[src/rtl/torpedo_scheduler.sv]
// Torpedo launch scheduler: turns fire-button edges into one-hot launch requests
// to free torpedo slots, with round-robin slot choice, ack timeout and frame cooldown.
module torpedo_scheduler #(
  parameter int T_NUM       = 4,
  parameter int COOLDOWN    = 6,
  parameter int ACK_TIMEOUT = 15
) (
  input  logic             clk,
  input  logic             resetN,
  input  logic             vsync,
  input  logic             enable,
  input  logic             fire,
  input  logic [T_NUM-1:0] slot_busy,
  output logic [T_NUM-1:0] launch,
  output logic             launching,
  output logic             dry,
  output logic [15:0]      shots
);

  localparam int PW = $clog2(T_NUM);

  typedef enum logic [1:0] {IDLE, LAUNCH, COOL} state_t;

  state_t           state_q, state_d;
  logic             fire_d_q;
  logic             pending_q, pending_d;
  logic [PW-1:0]    rr_ptr_q, rr_ptr_d;
  logic [PW-1:0]    sel_q, sel_d;
  logic [7:0]       cool_cnt_q, cool_cnt_d;
  logic [7:0]       timeout_q, timeout_d;
  logic [T_NUM-1:0] launch_q, launch_d;
  logic [15:0]      shots_q, shots_d;
  logic             fire_edge;
  logic             ack;
  logic [PW-1:0]    free_sel;

  function automatic logic [PW-1:0] wrap_inc(input logic [PW-1:0] p);
    return (int'(p) == T_NUM - 1) ? '0 : p + 1'b1;
  endfunction

  // First free slot at or after ptr, wrapping; only used when some slot is free.
  function automatic logic [PW-1:0] first_free(input logic [PW-1:0] ptr,
                                               input logic [T_NUM-1:0] busy);
    logic [PW-1:0] idx;
    logic [PW-1:0] pick;
    logic          found;
    idx   = ptr;
    pick  = ptr;
    found = 1'b0;
    for (int k = 0; k < T_NUM; k++) begin
      if (!found && !busy[idx]) begin
        pick  = idx;
        found = 1'b1;
      end
      idx = wrap_inc(idx);
    end
    return pick;
  endfunction

  function automatic logic [T_NUM-1:0] onehot(input logic [PW-1:0] s);
    logic [T_NUM-1:0] oh;
    oh    = '0;
    oh[s] = 1'b1;
    return oh;
  endfunction

  assign fire_edge = fire & ~fire_d_q & enable;
  assign ack       = slot_busy[sel_q];
  assign free_sel  = first_free(rr_ptr_q, slot_busy);

  always_comb begin
    // NOTE: every next-state signal gets a default first so no path leaves it unassigned (no latches).
    state_d    = state_q;
    pending_d  = pending_q;
    rr_ptr_d   = rr_ptr_q;
    sel_d      = sel_q;
    cool_cnt_d = cool_cnt_q;
    timeout_d  = timeout_q;
    launch_d   = '0;
    shots_d    = shots_q;

    if (!enable) begin
      state_d    = IDLE;
      pending_d  = 1'b0;
      cool_cnt_d = '0;
      timeout_d  = '0;
    end else begin
      unique case (state_q)
        IDLE: begin
          if (pending_q && !(&slot_busy)) begin
            sel_d     = free_sel;
            pending_d = 1'b0;
            timeout_d = 8'(ACK_TIMEOUT);
            launch_d  = onehot(free_sel);
            state_d   = LAUNCH;
          end else if (fire_edge) begin
            pending_d = 1'b1;
          end
        end
        LAUNCH: begin
          if (ack) begin
            shots_d    = (shots_q == 16'hFFFF) ? shots_q : shots_q + 16'd1;
            rr_ptr_d   = wrap_inc(sel_q);
            cool_cnt_d = 8'(COOLDOWN);
            timeout_d  = '0;
            state_d    = COOL;
          end else begin
            timeout_d = timeout_q - 8'd1;
            if (timeout_q == 8'd1) begin
              // Give up on a slot that never answers and move past it.
              rr_ptr_d = wrap_inc(sel_q);
              state_d  = IDLE;
            end else begin
              launch_d = launch_q;
            end
          end
        end
        COOL: begin
          if (cool_cnt_q == 8'd0) begin
            pending_d = fire;
            state_d   = IDLE;
          end else if (vsync) begin
            cool_cnt_d = cool_cnt_q - 8'd1;
          end
        end
        default: state_d = IDLE;
      endcase
    end
  end

  always_ff @(posedge clk or negedge resetN) begin
    if (!resetN) begin
      state_q    <= IDLE;
      // A button held across reset release must not count as a press.
      fire_d_q   <= 1'b1;
      pending_q  <= 1'b0;
      rr_ptr_q   <= '0;
      sel_q      <= '0;
      cool_cnt_q <= '0;
      timeout_q  <= '0;
      launch_q   <= '0;
      shots_q    <= '0;
    end else begin
      // NOTE: non-blocking assignments so every flop samples the pre-edge values.
      state_q    <= state_d;
      fire_d_q   <= fire;
      pending_q  <= pending_d;
      rr_ptr_q   <= rr_ptr_d;
      sel_q      <= sel_d;
      cool_cnt_q <= cool_cnt_d;
      timeout_q  <= timeout_d;
      launch_q   <= launch_d;
      shots_q    <= shots_d;
    end
  end

  assign launch    = launch_q;
  assign launching = (state_q != IDLE);
  assign dry       = (state_q == IDLE) & pending_q & (&slot_busy);
  assign shots     = shots_q;

endmodule

[config.mk]
export PLATFORM = sky130hd
export DESIGN_NAME = torpedo_scheduler
export DESIGN_NICKNAME = d
export VERILOG_FILES = /design/src/rtl/torpedo_scheduler.sv
export SDC_FILE = /design/constraint.sdc
export NUM_CORES = 1
export LEC_CHECK = 0
export CAP_MARGIN = 20
export CORE_MARGIN = 4
export CORE_UTILIZATION = 38
export CTS_CLUSTER_SIZE = 40
export DETAILED_ROUTE_END_ITERATION = 10
export PLACE_DENSITY = 0.57
export SLEW_MARGIN = 20
export SYNTH_ARGS = -nofsm -noshare
export SYNTH_HDL_FRONTEND = slang
export SYNTH_SLANG_ARGS = --single-unit
[constraint.sdc]
create_clock -name clk -period 4.85 [get_ports clk]
set_clock_uncertainty 0.05 [all_clocks]
set_input_delay 0.485 -clock clk [delete_from_list [all_inputs] [get_ports clk]]
set_output_delay 0.485 -clock clk [all_outputs]
set_load 0.005 [all_outputs]
Word level (Yosys, flattened, before mapping):

Index checks and enable logic that the tools add are counted.

* register bits after elaboration: 44
* latch bits: 0
* memory bits (writable): 0
* bits in read-only memories: 0
* bits of input ports: 9
* output and inout port bits: 22
* word-level logic and storage cells: 119
* memories: 0

* $add $sub $neg: 7
* $mul: 0
* div/mod/pow operators: 0
* $lt $le $gt $ge: 7
* eq/ne operators: 18
* shift operators: 0
* mux-type cells: 49
* bitwise logic cells: 6
* reductions and logical operators: 23

Operator list (count)
* $mux 8: 7
* $pmux 8 s2: 2
* $mux 2: 14
* $lt 2x3->1 const B: 6
* $add 16x1->16 const B: 1
* $eq 16x16->1 const B: 1
* $mux 4: 4
* $sub 8x1->8 const B: 2
* $ne 3x3->1 const B: 5
* $mux 1: 13
* $reduce_and 3->1: 4
* $reduce_and 4->1: 3
* $bmux 1 s2: 5
* $eq 2x1->1 const B: 5
* $ne 3x1->1 const B: 3
* $add 2x1->2 const B: 4
* $eq 8x1->1 const B: 1
* $logic_not 8->1: 1
* $ne 4x4->1 const B: 2
* $pmux 4 s2: 1
* $logic_not 1->1: 6
* $pmux 2 s3: 1
* $logic_and 1x1->1: 5
* $and 1x1->1: 4
* other kinds (8): 10

Logic depth before layout (Yosys ltp):

* depth after elaboration: 20
* gate-level depth with buffers: 8
* gate-level depth less buffers: 7

Least setup slack after synthesis:

Ideal clock, no wire load.

* path type: reg-to-reg
* from: reg rr_ptr_q[1]
* to: reg launch_q[2], in the netlist launch[2]
* setup time: 133 ps
* arrival time: 2168 ps
* data required time: 4667 ps
* slack: 2499 ps
* cell stages (with the launch flop): 8
* buffers on the path: 0
* clock period less this slack: 2351 ps
* cells stage by stage: dfrtp_1 -> ha_1 -> mux4_2 -> nand2b_1 -> a32oi_1 -> a21oi_1 -> o31ai_1 -> o21ai_1

* word-level cells in the longest chain between the ends: 20
* elaborated cells on any way between the ends: 39
* those cells by class: add/sub: 3; order compare: 2; eq/ne: 3; mux: 22; reduce/logical: 9

Ends and longest elaborated chain
* start: declaration: RTL line 27 `logic [PW-1:0] rr_ptr_q, rr_ptr_d;`
* start signal: assignment: RTL line 148 `rr_ptr_q <= rr_ptr_d;`
* branches (longest 12 deep; another with $add 2x1->2)
* $mux 2 (*): RTL line 51 `if (!found && !busy[idx]) begin`
* $lt 2x3->1 (implied by the code) or $ge 2x1->1 (tied branches): RTL line 63 `oh[s] = 1'b1;`
* $logic_and 1x1->1 (implied by the code): RTL line 63
* $mux 1 (implied by the code): RTL line 63
* $demux 1 s2 (*): RTL line 63
* $mux 4 (*): RTL line 90 `if (pending_q && !(&slot_busy)) begin`
* $pmux 4 s2 (*): RTL line 88 `unique case (state_q)`
* $mux 4 (*): RTL line 82 `if (!enable) begin`
* end signal: assignment: RTL line 152 `launch_q <= launch_d;`
* end: declaration: RTL line 31 `logic [T_NUM-1:0] launch_q, launch_d;`

Mark *: on every way between the ends. The select of a mux whose other input is x is not followed.
A chain may end at the register's enable or synchronous reset.

Worst setup path in the final report:

* from: reg rr_ptr_q[0]
* to: reg launch_q[3], in the netlist launch[3]

The elaborated chain is that of the path after synthesis.

==> out/summary.log <==
INFO  sta            tns=0ns
INFO  cts            clkTransAtPathRegs=0.08ns
INFO  cells_and_area insertedDiodeCount=0
INFO  sta            tightest_slew=0.553ns
INFO  critical_path  startpoint=rr_ptr_q[0]
INFO  die            floorplan.die.width=90.0um
INFO  yosys          synth_cells=261
INFO  cells_and_area final_layout_size_suffix_gt1_frac=0.0990
INFO  cells_and_area most-common-layout-cells=sky130_fd_sc_hd__dfrtp_1 (43), sky130_fd_sc_hd__clkdlybuf4s50_1 (29), sky130_fd_sc_hd__nand2_1 (27)
INFO  die            design.portCount=31
INFO  critical_path  cp_slowest_stage_delay=0.61ns
INFO  cells_and_area mostFrequentLayoutCell=sky130_fd_sc_hd__dfrtp_1
INFO  critical_path  cp.buffers_inverters=0
INFO  cells_and_area multi_input_comb_area=1360um^2
INFO  cells_and_area nets=309
INFO  critical_path  crit_fanout=15
INFO  routing        routed_via_count=1962
INFO  cells_and_area syn2layout_area_growth=16.6%
INFO  run            drv_cap=0
INFO  yosys          synth-main-ff-cell=sky130_fd_sc_hd__dfrtp_1
INFO  critical_path  timing.critical_path.to_type=flop
INFO  sta            slew-limit-headroom=0.631
INFO  cts            ctsHtreeMaxLevel=2
INFO  global_route   grt_overflow_total=0
INFO  global_route   grt_max_degree=45
INFO  global_route   groute.usage.overall=0.132
INFO  pwr            power_per_cell_area=464nW/um^2
INFO  global_route   antenna_violations_before_repair=0
INFO  cts            number_of_sinks_on_the_clock_net=44
INFO  yosys          ys_top_cells_by_area=sky130_fd_sc_hd__dfrtp_1 (42%), sky130_fd_sc_hd__xnor2_1 (5.8%), sky130_fd_sc_hd__nand2_1 (4.0%)
INFO  routing        first_pass_iters=4
INFO  critical_path  critPathTopFamily=compound AO/OA/AOI/OAI gates
INFO  cts            cts_max_path_buffers=2
INFO  sta            setup_slack=1.86ns
INFO  die            placeableCoreArea=6420um^2
INFO  yosys          yosysWarnings=0
INFO  routing        avgViaCountPerCell=5.30
INFO  yosys          synth-edff-count=0
INFO  cts            cts.repair.resized=0
INFO  global_route   grt_first_pass_wirelength=9040um
INFO  yosys          synthDistinctLibCells=56
INFO  yosys          synthesized_area_divided_by_synthesized_cell_count=9.79um^2
INFO  sta            worst_hold_slack=0.132ns
INFO  cts            tritoncts.num_buffers=5
INFO  die            fp.dieH=90.0um
INFO  routing        drt-initial-drc-count=91
INFO  yosys          postSynthRegisterBits=44
INFO  yosys          yosys.area.top_type=sky130_fd_sc_hd__dfrtp_1
INFO  placed_design  io_buffer_count=30
INFO  sta            drv_slew=0
INFO  cts            cts_setup_buffers=0
INFO  pwr            worst_ir_drop_vdd=0.256mV
INFO  routing        wl_per_cell=13.7um
INFO  placed_design  hpwlAfterDp=3850um
INFO  sta            report.final.setup_viol=0
INFO  yosys          synth-seq-area-share=0.431
INFO  placed_design  gpl.final_weighted_congestion=0.810
INFO  critical_path  reg2reg_from=rr_ptr_q[0]
INFO  critical_path  cell_chain_critical_path=ha_1 > mux4_2 > nand2b_1 > a32oi_1 > a21oi_1 > o31ai_1 > o21ai_1
INFO  die            die-area=8100um^2
INFO  sta            fmax=335MHz
INFO  critical_path  required=4.96ns
INFO  yosys          syn_area=2550um^2
INFO  critical_path  critical_path.slowest_cell=sky130_fd_sc_hd__ha_1
INFO  routing        drt_drc_violations_left=0
INFO  pwr            p_leak=1.29nW
INFO  critical_path  crit_path_dat=3.09ns
INFO  sta            final.period_utilization=0.616
INFO  cts            clk_latency=0.29ns
INFO  cells_and_area layout.filler_cells=638
INFO  cts            postCtsHoldBufs=0
INFO  die            starting_density_of_the_core=0.398
INFO  die            placement_rows=29
INFO  cts            tritoncts=done
INFO  critical_path  worstSetupPathType=flop to flop
INFO  global_route   first_global_vias=1905
INFO  yosys          mappedNetlistNets=277
INFO  sta            layout_min_cycle_time=2.99ns
INFO  status         status=completed
INFO  pwr            total_power=0.00138W
INFO  sta            unrepaired_setup_endpoints_after_global_routing=false
INFO  yosys          synth_top_cell_area_share=0.421
INFO  routing        postRouteWirelength=5060um
INFO  yosys          asyncSetResetFlopFracSynth=1.00
INFO  cts            root_buffer=sky130_fd_sc_hd__clkbuf_8
INFO  min_path       holdCritPathClass=input pin to async pin
INFO  sta            timing.final.hold_violations=0
INFO  critical_path  cp-start-kind=flop
INFO  placed_design  placement.setup.worst_slack=1.86ns
INFO  cells_and_area area.sequential=1100um^2
INFO  routing        antenna_left=0
==> cell type report <==
class                           count  share of cell area
Sequential cell                    44               0.370
Clock inverter                      1             0.00168
Timing Repair Buffer               30               0.100
Tap cell                           77              0.0323
Clock buffer                        6              0.0244
Inverter                           13              0.0164
Multi-Input combinational cell    199               0.455
==> registers in the layout, indices dropped and copies added, names as in the netlist <==
signal / cells
rr_ptr_q: 2
state_q: 2
pending_q: 1
timeout_q: 8
sel_q: 2
fire_d_q: 1
cool_cnt_q: 8
launch: 4
shots: 16
==> synth_stat cells, drive strengths merged (4+ instances only) <==
library cell and count:
inv 13, mux2i 4, xnor2 17, nand4 7
dfrtp 43, nor3 6, nor2 24, o21ai 19
nand2 27, nand3 11, a21o 4, a21oi 15
ha 7, mux2 5, and3 5, nor4 6
==> path summary, 6_finish.rpt <==
| path | to | slack (ns) | cells after the start |
|---|---|---|---|
| worst min register to register | timeout_q[7] | 0.44 | 1 |
| worst min-delay path | shots[6] | 0.13 | 1 |
| worst max register to register | launch[3] | 1.86 | 7 |
| max in group asynchronous | fire_d_q | 4.23 | 1 |
| worst max-delay path | launch[3] | 1.86 | 7 |
| min in group clk | timeout_q[7] | 0.44 | 1 |
==> routing by layer <==
metal / global-route usage / part of all wire / wire [um]
met1: 0.179 / 0.50 / 2530
met2: 0.216 / 0.47 / 2380
met3: 0.0234 / 0.019 / 97
met4: 0.0383 / 0.010 / 51
met5: 0 / 0 / 0
==> where the power goes <==
group	internal (W)	switching, W	total (W)
combinational	0.000298	0.000332	0.000629
sequential	0.000441	0.000103	0.000543
clock	0.0000979	0.000113	0.000211
total	0.000836	0.000547	0.00138
==> logic make-up (layout without fill, tap and decap cells) <==
| kind of cell | after synthesis | count (layout) | share of synthesized area |
|---|---|---|---|
| AOI/OAI and AO/OA | 59 | 59 | 0.163 |
| xor gates and xnor gates | 19 | 19 | 0.0651 |
| adders and majority gates | 7 | 7 | 0.0343 |
| buffers and inverters | 18 | 50 | 0.0377 |
| DFF | 44 | 44 | 0.431 |
| muxes | 12 | 12 | 0.0656 |
| and+or+nand+nor | 102 | 102 | 0.203 |
==> metrics by stage <==
| step | instance area [um^2] | std cells | util |
|---|---|---|---|
| after global placement | 2900 | 363 | 0.451 |
| after global routing | 2980 | 370 | 0.464 |
| after detailed placement | 2900 | 363 | 0.451 |
| final | 2980 | 370 | 0.464 |
| after floorplan | 2550 | 261 | - |
| after CTS | 2980 | 370 | 0.463 |
No activity file was read; power rests on OpenSTA's default activity.
